--- config.mk ---
export PLATFORM = sky130hd
export DESIGN_NAME = axi_dma_rd_if_flat
export DESIGN_NICKNAME = d
export VERILOG_FILES = /design/src/rtl/axi_dma_rd_if_if.sv /design/src/rtl/axi_dma_rd_if.sv /design/src/flat_wrapper.sv
export SDC_FILE = /design/constraint.sdc
export NUM_CORES = 1
export LEC_CHECK = 0
export BUFFER_PORTS_ARGS = -buffer_cell sky130_fd_sc_hd__buf_2
export CAP_MARGIN = 5
export CORE_AREA = 5 5 135 137
export CTS_CLUSTER_DIAMETER = 40
export DETAILED_ROUTE_END_ITERATION = 12
export DIE_AREA = 0 0 140 142
export SYNTH_ARGS = -nofsm -noshare
export SYNTH_HDL_FRONTEND = slang
export SYNTH_SLANG_ARGS = --single-unit
--- constraint.sdc ---
create_clock -name aclk -period 10.7 [get_ports aclk]
set_input_delay 1.07 -clock aclk [delete_from_list [all_inputs] [get_ports aclk]]
set_output_delay 1.07 -clock aclk [all_outputs]
set_load 0.1 [all_outputs]
--- src/rtl/axi_dma_rd_if_if.sv ---
// ---------------------------------------------------------------------------
// axi_dma_rd_if_if
// AXI4 read-address and read-data channel bundle used by the DMA read master.
//   master modport : DMA side (drives AR, consumes R)
//   slave  modport : memory side (accepts AR, returns R)
// Signals: arid, araddr, arlen, arvalid, arready,
//          rid, rdata, rresp, rlast, rvalid, rready
// ---------------------------------------------------------------------------
interface axi_dma_rd_if_if #(
    parameter int AXI_ADDR_WIDTH  = 32,
    parameter int AXI_DATA_WIDTH  = 128,
    parameter int AXI_ID_WIDTH    = 1,
    parameter int AXI_BURST_WIDTH = 6
);
    logic [AXI_ID_WIDTH-1:0]    arid;
    logic [AXI_ADDR_WIDTH-1:0]  araddr;
    logic [AXI_BURST_WIDTH-1:0] arlen;
    logic                       arvalid;
    logic                       arready;
    logic [AXI_ID_WIDTH-1:0]    rid;
    logic [AXI_DATA_WIDTH-1:0]  rdata;
    logic [1:0]                 rresp;
    logic                       rlast;
    logic                       rvalid;
    logic                       rready;

    modport master (
        output arid, araddr, arlen, arvalid, rready,
        input  arready, rid, rdata, rresp, rlast, rvalid
    );

    modport slave (
        input  arid, araddr, arlen, arvalid, rready,
        output arready, rid, rdata, rresp, rlast, rvalid
    );
endinterface

--- src/rtl/axi_dma_rd_if.sv ---
// ---------------------------------------------------------------------------
// axi_dma_rd_if
// AXI4 read DMA master: one descriptor {bank, section, byte offset} + byte
// length becomes a series of fixed BURST_LEN-beat read bursts, one at a time.
// Returned beats are forwarded combinationally to a buffer sink.
// Ports:
//   aclk, aresetn        clock, synchronous active-low reset
//   axi                  AR/R channels (axi_dma_rd_if_if.master)
//   cfg_desc_addr_i/len_i, cfg_valid_i/cfg_ready_o   descriptor handshake
//   if_wr_push_o/data_o  beat to sink; if_wr_ready_i = room for a whole burst
//   st_last_o            one-cycle pulse after the descriptor completes
//   st_err_o             sticky error, cleared on next descriptor accept
// Build option: AXI_DMA_RD_BEAT_CHECK_EN adds per-burst beat counting; rlast
// on the wrong beat, or a missing rlast, sets st_err_o (the latter also forces
// the burst to end after BURST_LEN beats).
// ---------------------------------------------------------------------------
module axi_dma_rd_if #(
    parameter int AXI_ADDR_WIDTH  = 32,
    parameter int AXI_DATA_WIDTH  = 128,
    parameter int AXI_ID_WIDTH    = 1,
    parameter int AXI_ID          = 1,
    parameter int AXI_BURST_WIDTH = 6,
    parameter int LEN_WIDTH       = 20,
    parameter int DDR_WIDTH       = 27,
    parameter int BANK_WIDTH      = 3,
    parameter int SEC_WIDTH       = 2,
    parameter int BURST_LEN       = 8
) (
    input  logic                                    aclk,
    input  logic                                    aresetn,
    axi_dma_rd_if_if.master                         axi,
    input  logic [BANK_WIDTH+SEC_WIDTH+LEN_WIDTH-1:0] cfg_desc_addr_i,
    input  logic [LEN_WIDTH-1:0]                    cfg_desc_len_i,
    input  logic                                    cfg_valid_i,
    output logic                                    cfg_ready_o,
    output logic                                    if_wr_push_o,
    output logic [AXI_DATA_WIDTH-1:0]               if_wr_data_o,
    input  logic                                    if_wr_ready_i,
    output logic                                    st_last_o,
    output logic                                    st_err_o
);
    // Byte offset inside one burst: 8-byte addressing unit times BURST_LEN.
    localparam int SSUB = 3 + $clog2(BURST_LEN);
    localparam int IDXW = LEN_WIDTH - SSUB;
    // Field placement shared with the write-side master so identical
    // descriptors address identical DDR regions.
    localparam int BANK_LSB = DDR_WIDTH - BANK_WIDTH + 1;
    localparam int SEC_LSB  = BANK_LSB - 1 - SEC_WIDTH;

    typedef enum logic [1:0] {IDLE, ADDR, DATA} state_t;

    state_t                state_q, state_d;
    logic                  arvalid_q, arvalid_d;
    logic                  st_last_q, st_last_d;
    logic                  st_err_q, st_err_d;
    logic [BANK_WIDTH-1:0] bank_q;
    logic [SEC_WIDTH-1:0]  sec_q;
    logic [IDXW-1:0]       idx_q;
    logic [IDXW-1:0]       rem_q;
    logic                  ld_desc, adv_burst, burst_end;
    logic                  id_ok, beat_acc;
    logic [IDXW-1:0]       cfg_cnt;
    logic [AXI_ADDR_WIDTH-1:0] araddr_w;
    logic                  unused_ok;

`ifdef AXI_DMA_RD_BEAT_CHECK_EN
    localparam int CNTW = $clog2(BURST_LEN) + 1;
    logic [CNTW-1:0] beat_cnt_q, beat_cnt_d;
    logic            final_beat;
`endif

    assign cfg_cnt   = cfg_desc_len_i[LEN_WIDTH-1:SSUB];
    assign unused_ok = ^{cfg_desc_addr_i[SSUB-1:0], cfg_desc_len_i[SSUB-1:0]};

    // Off-ID beats are neither acknowledged nor pushed.
    assign id_ok    = (axi.rid == AXI_ID_WIDTH'(AXI_ID));
    assign beat_acc = (state_q == DATA) && axi.rvalid && id_ok;

    always_comb begin
        araddr_w = '0;
        araddr_w[BANK_LSB +: BANK_WIDTH] = bank_q;
        araddr_w[SEC_LSB +: SEC_WIDTH]   = sec_q;
        araddr_w[SSUB +: IDXW]           = idx_q;
    end

    assign axi.arid    = AXI_ID_WIDTH'(AXI_ID);
    assign axi.arlen   = AXI_BURST_WIDTH'(BURST_LEN - 1);
    assign axi.araddr  = araddr_w;
    assign axi.arvalid = arvalid_q;
    assign axi.rready  = (state_q == DATA) && id_ok;

    assign cfg_ready_o  = (state_q == IDLE);
    assign if_wr_push_o = beat_acc;
    assign if_wr_data_o = axi.rdata;
    assign st_last_o    = st_last_q;
    assign st_err_o     = st_err_q;

    always_comb begin
        state_d   = state_q;
        arvalid_d = arvalid_q;
        st_last_d = 1'b0;
        st_err_d  = st_err_q;
        ld_desc   = 1'b0;
        adv_burst = 1'b0;
        burst_end = 1'b0;
`ifdef AXI_DMA_RD_BEAT_CHECK_EN
        beat_cnt_d = beat_cnt_q;
        final_beat = (beat_cnt_q == CNTW'(BURST_LEN - 1));
`endif
        case (state_q)
            IDLE: begin
                if (cfg_valid_i) begin
                    ld_desc  = 1'b1;
                    st_err_d = 1'b0;
                    if (cfg_cnt == '0) begin
                        st_last_d = 1'b1;
                    end else begin
                        state_d   = ADDR;
                        // arvalid is registered, so it can appear at the
                        // earliest in the first ADDR cycle.
                        arvalid_d = if_wr_ready_i;
                    end
                end
            end
            ADDR: begin
                if (!arvalid_q) begin
                    arvalid_d = if_wr_ready_i;
                end else if (axi.arready) begin
                    arvalid_d = 1'b0;
                    state_d   = DATA;
`ifdef AXI_DMA_RD_BEAT_CHECK_EN
                    beat_cnt_d = '0;
`endif
                end
            end
            DATA: begin
                if (beat_acc) begin
                    if (axi.rresp != 2'b00) st_err_d = 1'b1;
`ifdef AXI_DMA_RD_BEAT_CHECK_EN
                    beat_cnt_d = beat_cnt_q + CNTW'(1);
                    if (axi.rlast != final_beat) st_err_d = 1'b1;
                    burst_end = axi.rlast || final_beat;
`else
                    burst_end = axi.rlast;
`endif
                    if (burst_end) begin
                        if (rem_q == IDXW'(1)) begin
                            state_d   = IDLE;
                            st_last_d = 1'b1;
                        end else begin
                            adv_burst = 1'b1;
                            state_d   = ADDR;
                            arvalid_d = if_wr_ready_i;
                        end
                    end
                end
            end
            default: state_d = IDLE;
        endcase
    end

    always_ff @(posedge aclk) begin
        if (!aresetn) begin
            state_q   <= IDLE;
            arvalid_q <= 1'b0;
            st_last_q <= 1'b0;
            st_err_q  <= 1'b0;
        end else begin
            state_q   <= state_d;
            arvalid_q <= arvalid_d;
            st_last_q <= st_last_d;
            st_err_q  <= st_err_d;
        end
    end

`ifdef AXI_DMA_RD_BEAT_CHECK_EN
    always_ff @(posedge aclk) begin
        if (!aresetn) beat_cnt_q <= '0;
        else          beat_cnt_q <= beat_cnt_d;
    end
`endif

    // Descriptor fields only matter while a transfer is active, so they are
    // left out of reset.
    always_ff @(posedge aclk) begin
        if (ld_desc) begin
            bank_q <= cfg_desc_addr_i[LEN_WIDTH+SEC_WIDTH +: BANK_WIDTH];
            sec_q  <= cfg_desc_addr_i[LEN_WIDTH +: SEC_WIDTH];
            idx_q  <= cfg_desc_addr_i[SSUB +: IDXW];
            rem_q  <= cfg_cnt;
        end else if (adv_burst) begin
            idx_q  <= idx_q + IDXW'(1);
            rem_q  <= rem_q - IDXW'(1);
        end
    end
endmodule

--- src/flat_wrapper.sv ---
// flat-port wrapper written by rule: the top's interface ports become plain ports
module axi_dma_rd_if_flat 
#(
    parameter int AXI_ADDR_WIDTH  = 32,
    parameter int AXI_DATA_WIDTH  = 128,
    parameter int AXI_ID_WIDTH    = 1,
    parameter int AXI_ID          = 1,
    parameter int AXI_BURST_WIDTH = 6,
    parameter int LEN_WIDTH       = 20,
    parameter int DDR_WIDTH       = 27,
    parameter int BANK_WIDTH      = 3,
    parameter int SEC_WIDTH       = 2,
    parameter int BURST_LEN       = 8
)
  (aclk, aresetn, cfg_desc_addr_i, cfg_desc_len_i, cfg_valid_i, cfg_ready_o, if_wr_push_o, if_wr_data_o, if_wr_ready_i, st_last_o, st_err_o, axi_arid, axi_araddr, axi_arlen, axi_arvalid, axi_rready, axi_arready, axi_rid, axi_rdata, axi_rresp, axi_rlast, axi_rvalid);
  axi_dma_rd_if_if #(.AXI_ADDR_WIDTH(AXI_ADDR_WIDTH), .AXI_DATA_WIDTH(AXI_DATA_WIDTH), .AXI_ID_WIDTH(AXI_ID_WIDTH), .AXI_BURST_WIDTH(AXI_BURST_WIDTH)) axi_i ();
  input  logic aclk;
  input  logic aresetn;
  input  logic [BANK_WIDTH+SEC_WIDTH+LEN_WIDTH-1:0] cfg_desc_addr_i;
  input  logic [LEN_WIDTH-1:0] cfg_desc_len_i;
  input  logic cfg_valid_i;
  output logic cfg_ready_o;
  output logic if_wr_push_o;
  output logic [AXI_DATA_WIDTH-1:0] if_wr_data_o;
  input  logic if_wr_ready_i;
  output logic st_last_o;
  output logic st_err_o;
  output wire logic [$bits(axi_i.arid)-1:0] axi_arid;
  output wire logic [$bits(axi_i.araddr)-1:0] axi_araddr;
  output wire logic [$bits(axi_i.arlen)-1:0] axi_arlen;
  output wire logic [$bits(axi_i.arvalid)-1:0] axi_arvalid;
  output wire logic [$bits(axi_i.rready)-1:0] axi_rready;
  input wire logic [$bits(axi_i.arready)-1:0] axi_arready;
  input wire logic [$bits(axi_i.rid)-1:0] axi_rid;
  input wire logic [$bits(axi_i.rdata)-1:0] axi_rdata;
  input wire logic [$bits(axi_i.rresp)-1:0] axi_rresp;
  input wire logic [$bits(axi_i.rlast)-1:0] axi_rlast;
  input wire logic [$bits(axi_i.rvalid)-1:0] axi_rvalid;
  assign axi_arid = axi_i.arid;
  assign axi_araddr = axi_i.araddr;
  assign axi_arlen = axi_i.arlen;
  assign axi_arvalid = axi_i.arvalid;
  assign axi_rready = axi_i.rready;
  assign axi_i.arready = axi_arready;
  assign axi_i.rid = axi_rid;
  assign axi_i.rdata = axi_rdata;
  assign axi_i.rresp = axi_rresp;
  assign axi_i.rlast = axi_rlast;
  assign axi_i.rvalid = axi_rvalid;
  axi_dma_rd_if #(.AXI_ADDR_WIDTH(AXI_ADDR_WIDTH), .AXI_DATA_WIDTH(AXI_DATA_WIDTH), .AXI_ID_WIDTH(AXI_ID_WIDTH), .AXI_ID(AXI_ID), .AXI_BURST_WIDTH(AXI_BURST_WIDTH), .LEN_WIDTH(LEN_WIDTH), .DDR_WIDTH(DDR_WIDTH), .BANK_WIDTH(BANK_WIDTH), .SEC_WIDTH(SEC_WIDTH), .BURST_LEN(BURST_LEN)) u_core (.aclk(aclk), .aresetn(aresetn), .axi(axi_i), .cfg_desc_addr_i(cfg_desc_addr_i), .cfg_desc_len_i(cfg_desc_len_i), .cfg_valid_i(cfg_valid_i), .cfg_ready_o(cfg_ready_o), .if_wr_push_o(if_wr_push_o), .if_wr_data_o(if_wr_data_o), .if_wr_ready_i(if_wr_ready_i), .st_last_o(st_last_o), .st_err_o(st_err_o));
endmodule
==> results_dict.tcl <==
set metrics [dict create \
    root_buffer "clkbuf_16" \
    hold_class "reg -> reg" \
    dpl.hpwl_um 5930 \
    grt_pass1_vias 1992 \
    yosysTopAreaCellShare 0.328 \
    maxSlewViolCount 0 \
    drc 0 \
    syn_to_final_growth_pct -10.2 \
    yosysTopAreaCell "buf_4" \
    synth.area.top_cells "buf_4 33%, edfxtp_1 29%, nand2_1 4.0%" \
    grt_pass1_wl_um 11200 \
    post-route-period-util 0.294 \
    tns_ns 0 \
    cpMostUsedCell "buf_2" \
    power_leakage_uw 0.00112 \
    clock_latency_ns 0.29 \
    slew_headroom 0.333 \
    synth_cell_types 47 \
    slowest_stage "buf_2" \
    stdcell_area_mm2 0.00304 \
    synthesis.area_mm2 0.00338 \
    setup_viol 0 \
    cts_tree "done" \
    critical_path_required_ns 9.63 \
    worstSetupPathType "in -> out" \
    wl_per_cell_um 14.3 \
    timing.final.hold_violations 0 \
    ios 356 \
    viasPerCell 3.79 \
    slowest_delay_ns 0.52 \
    synth_cells 366 \
    yosysSeqAreaShare 0.322 \
    max_freq_ghz 0.318 \
    antenna_found_initial 1 \
    fin_skew_ns 0.00620 \
    synthFlopType "edfxtp_1" \
    cts_setup_buffers 0 \
    cts-buffers-inserted 5 \
    synthTopCellsByCount "148 x buf_4, 36 x nand2_1, 33 x edfxtp_1, 15 x o21ai_2, 13 x xnor2_1" \
    fin_nets 490 \
    layout_min_cycle_time_ns 3.14 \
    dpl_cell_area_mm2 0.00288 \
    dieArea_mm2 0.0199 \
    drv_cap 0 \
    r2r_start "u_core.state_q[0]$_SDFFE_PN0P_" \
    ant_nets 0 \
    gp_congestion 0.704 \
    nFillCells 1922 \
    synth.most_common_cell "buf_4" \
    fin_util 0.179 \
    die_x_um 140 \
    core_area_mm2 0.0169 \
    grt_max_degree 52 \
    path_clk_slew_ns 0.06 \
    clockBufferDepth 2 \
    post_cts_resize_count 0 \
    async_flop_share 0 \
    yosys_warnings 0 \
    syn_area_per_cell_um2 9.25 \
    drtIter0Drc 88 \
    rsz0062_at_grt "no" \
    ir_worst_vdd_mv 0.0768 \
    cp-startpoint "axi_rid" \
    crit_fanout 4 \
    grt_usage 0.0740 \
    worstMarginPinSlew_ns 1.00 \
    dr.pass1.iters 3 \
    drive_gt1_frac 0.334 \
    worstHoldStart "u_core.st_err_o$_SDFFE_PN0P_" \
    synth-seq-cells 38 \
    antenna_cells 0 \
    clock-sinks 38 \
    status "completed" \
    cp_num_buf_inv 2 \
    synth-edff-count 33 \
    post_cts_hold_buffer_count 0 \
    via_count 2010 \
    die_h_um 142 \
    port-buffer-count 67 \
    rows 48 \
    critPathArrivalTime_ns 2.07 \
    routed_wl_um 7560 \
    r2r_slack_ns 8.54 \
    htreeDepth 2 \
    endpoint_kind "output pin" \
    powerDensity_mw_per_mm2 207 \
    path_delay_family "buffers and inverters" \
    cp_cell_sequence "buf_2 -> nand2_1 -> nor3_1 -> buf_2" \
    cp-start-kind "input pin" \
    grt_overflow 0 \
    start_util 0.200 \
]
==> worst reg2reg max path, delay by kind of cell, from the launching register on <==
family | cells | cell delay, ns
simple gates | 2 | 0.42
buf+inv | 2 | 0.78
flops | 1 | 0.40
compound gates | 1 | 0.26
==> cell families after synthesis <==
| group | count (synthesis) | synth area share |
|---|---|---|
| xor gates and xnor gates | 23 | 0.0595 |
| buffers and inverters | 164 | 0.365 |
| DFF | 38 | 0.322 |
| other | 2 | 0.00222 |
| adders and majority gates | 3 | 0.0111 |
| muxes | 2 | 0.00592 |
| and+or+nand+nor | 95 | 0.153 |
| AOI/OAI and AO/OA | 39 | 0.0802 |
==> report_power, final <==
group | internal, µW | switching (µW) | total, µW
logic | 50.9 | 188 | 239
clock network | 99.8 | 62.8 | 163
registers | 197 | 30.1 | 227
total | 348 | 281 | 629
==> final timing paths <==
| path | end | cells after the start |
|---|---|---|
| worst max register to register | u_core.rem_q[12]$_DFFE_PP_ | 5 |
| worst max-delay path | if_wr_push_o | 4 |
| worst min register to register | u_core.st_err_o$_SDFFE_PN0P_ | 2 |
| worst min-delay path | u_core.st_err_o$_SDFFE_PN0P_ | 2 |
==> layout by cell type, fill, tap and decap left out, types with 2 or more instances in the layout <==
master / instances
a21oi_1: 7
nor3b_1: 2
nor4_2: 2
buf_2: 67
edfxtp_1: 33
nand4_1: 6
clkinv_2: 3
clkbuf_16: 6
nor3_1: 6
ha_1: 3
nand3_1: 9
o21ai_2: 16
nand2_1: 36
nand3b_1: 2
nor4_1: 6
xnor2_1: 13
conb_1: 20
mux2i_1: 2
xor2_1: 10
inv_1: 7
o21ai_0: 10
dfxtp_1: 5
nor2_1: 12
and4_1: 2
==> routing by layer <==
metal / vias to the layer above / global-route usage / routed length, µm
met1: 894 / 0.0685 / 2580
met5: - / 0 / 13
li1: 939 / - / -
met3: 46 / 0.0491 / 1020
met2: 129 / 0.120 / 3580
met4: 2 / 0.0490 / 368
==> flip-flops by register name, summed over array words and instances (netlist names) <==
name / cells
u_core.axi.arvalid: 1
u_core.bank_q: 3
u_core.idx_q: 14
u_core.rem_q: 14
u_core.sec_q: 2
u_core.st_err_o: 1
u_core.st_last_o: 1
u_core.state_q: 2
==> final cells by class <==
class,count,area (µm²),share of cell area
Tap cell,225,282,0.0926
Timing Repair Buffer,68,343,0.113
Inverter,9,35.0,0.0115
Multi-Input combinational cell,182,1130,0.371
Clock inverter,2,10.0,0.00329
Clock buffer,6,150,0.0494
Sequential cell,38,1090,0.359
==> stage by stage <==
stage	setup WS, ns	hold slack (ns)	instances	power [µW]
floorplan	4.78	0.561	384	669
global placement	7.54	0.432	522	471
detailed placement	7.56	0.440	522	473
CTS	7.55	0.449	530	641
global route	7.44	0.463	530	662
finish	7.56	0.444	530	629
Power figures use the tool's default switching activity.
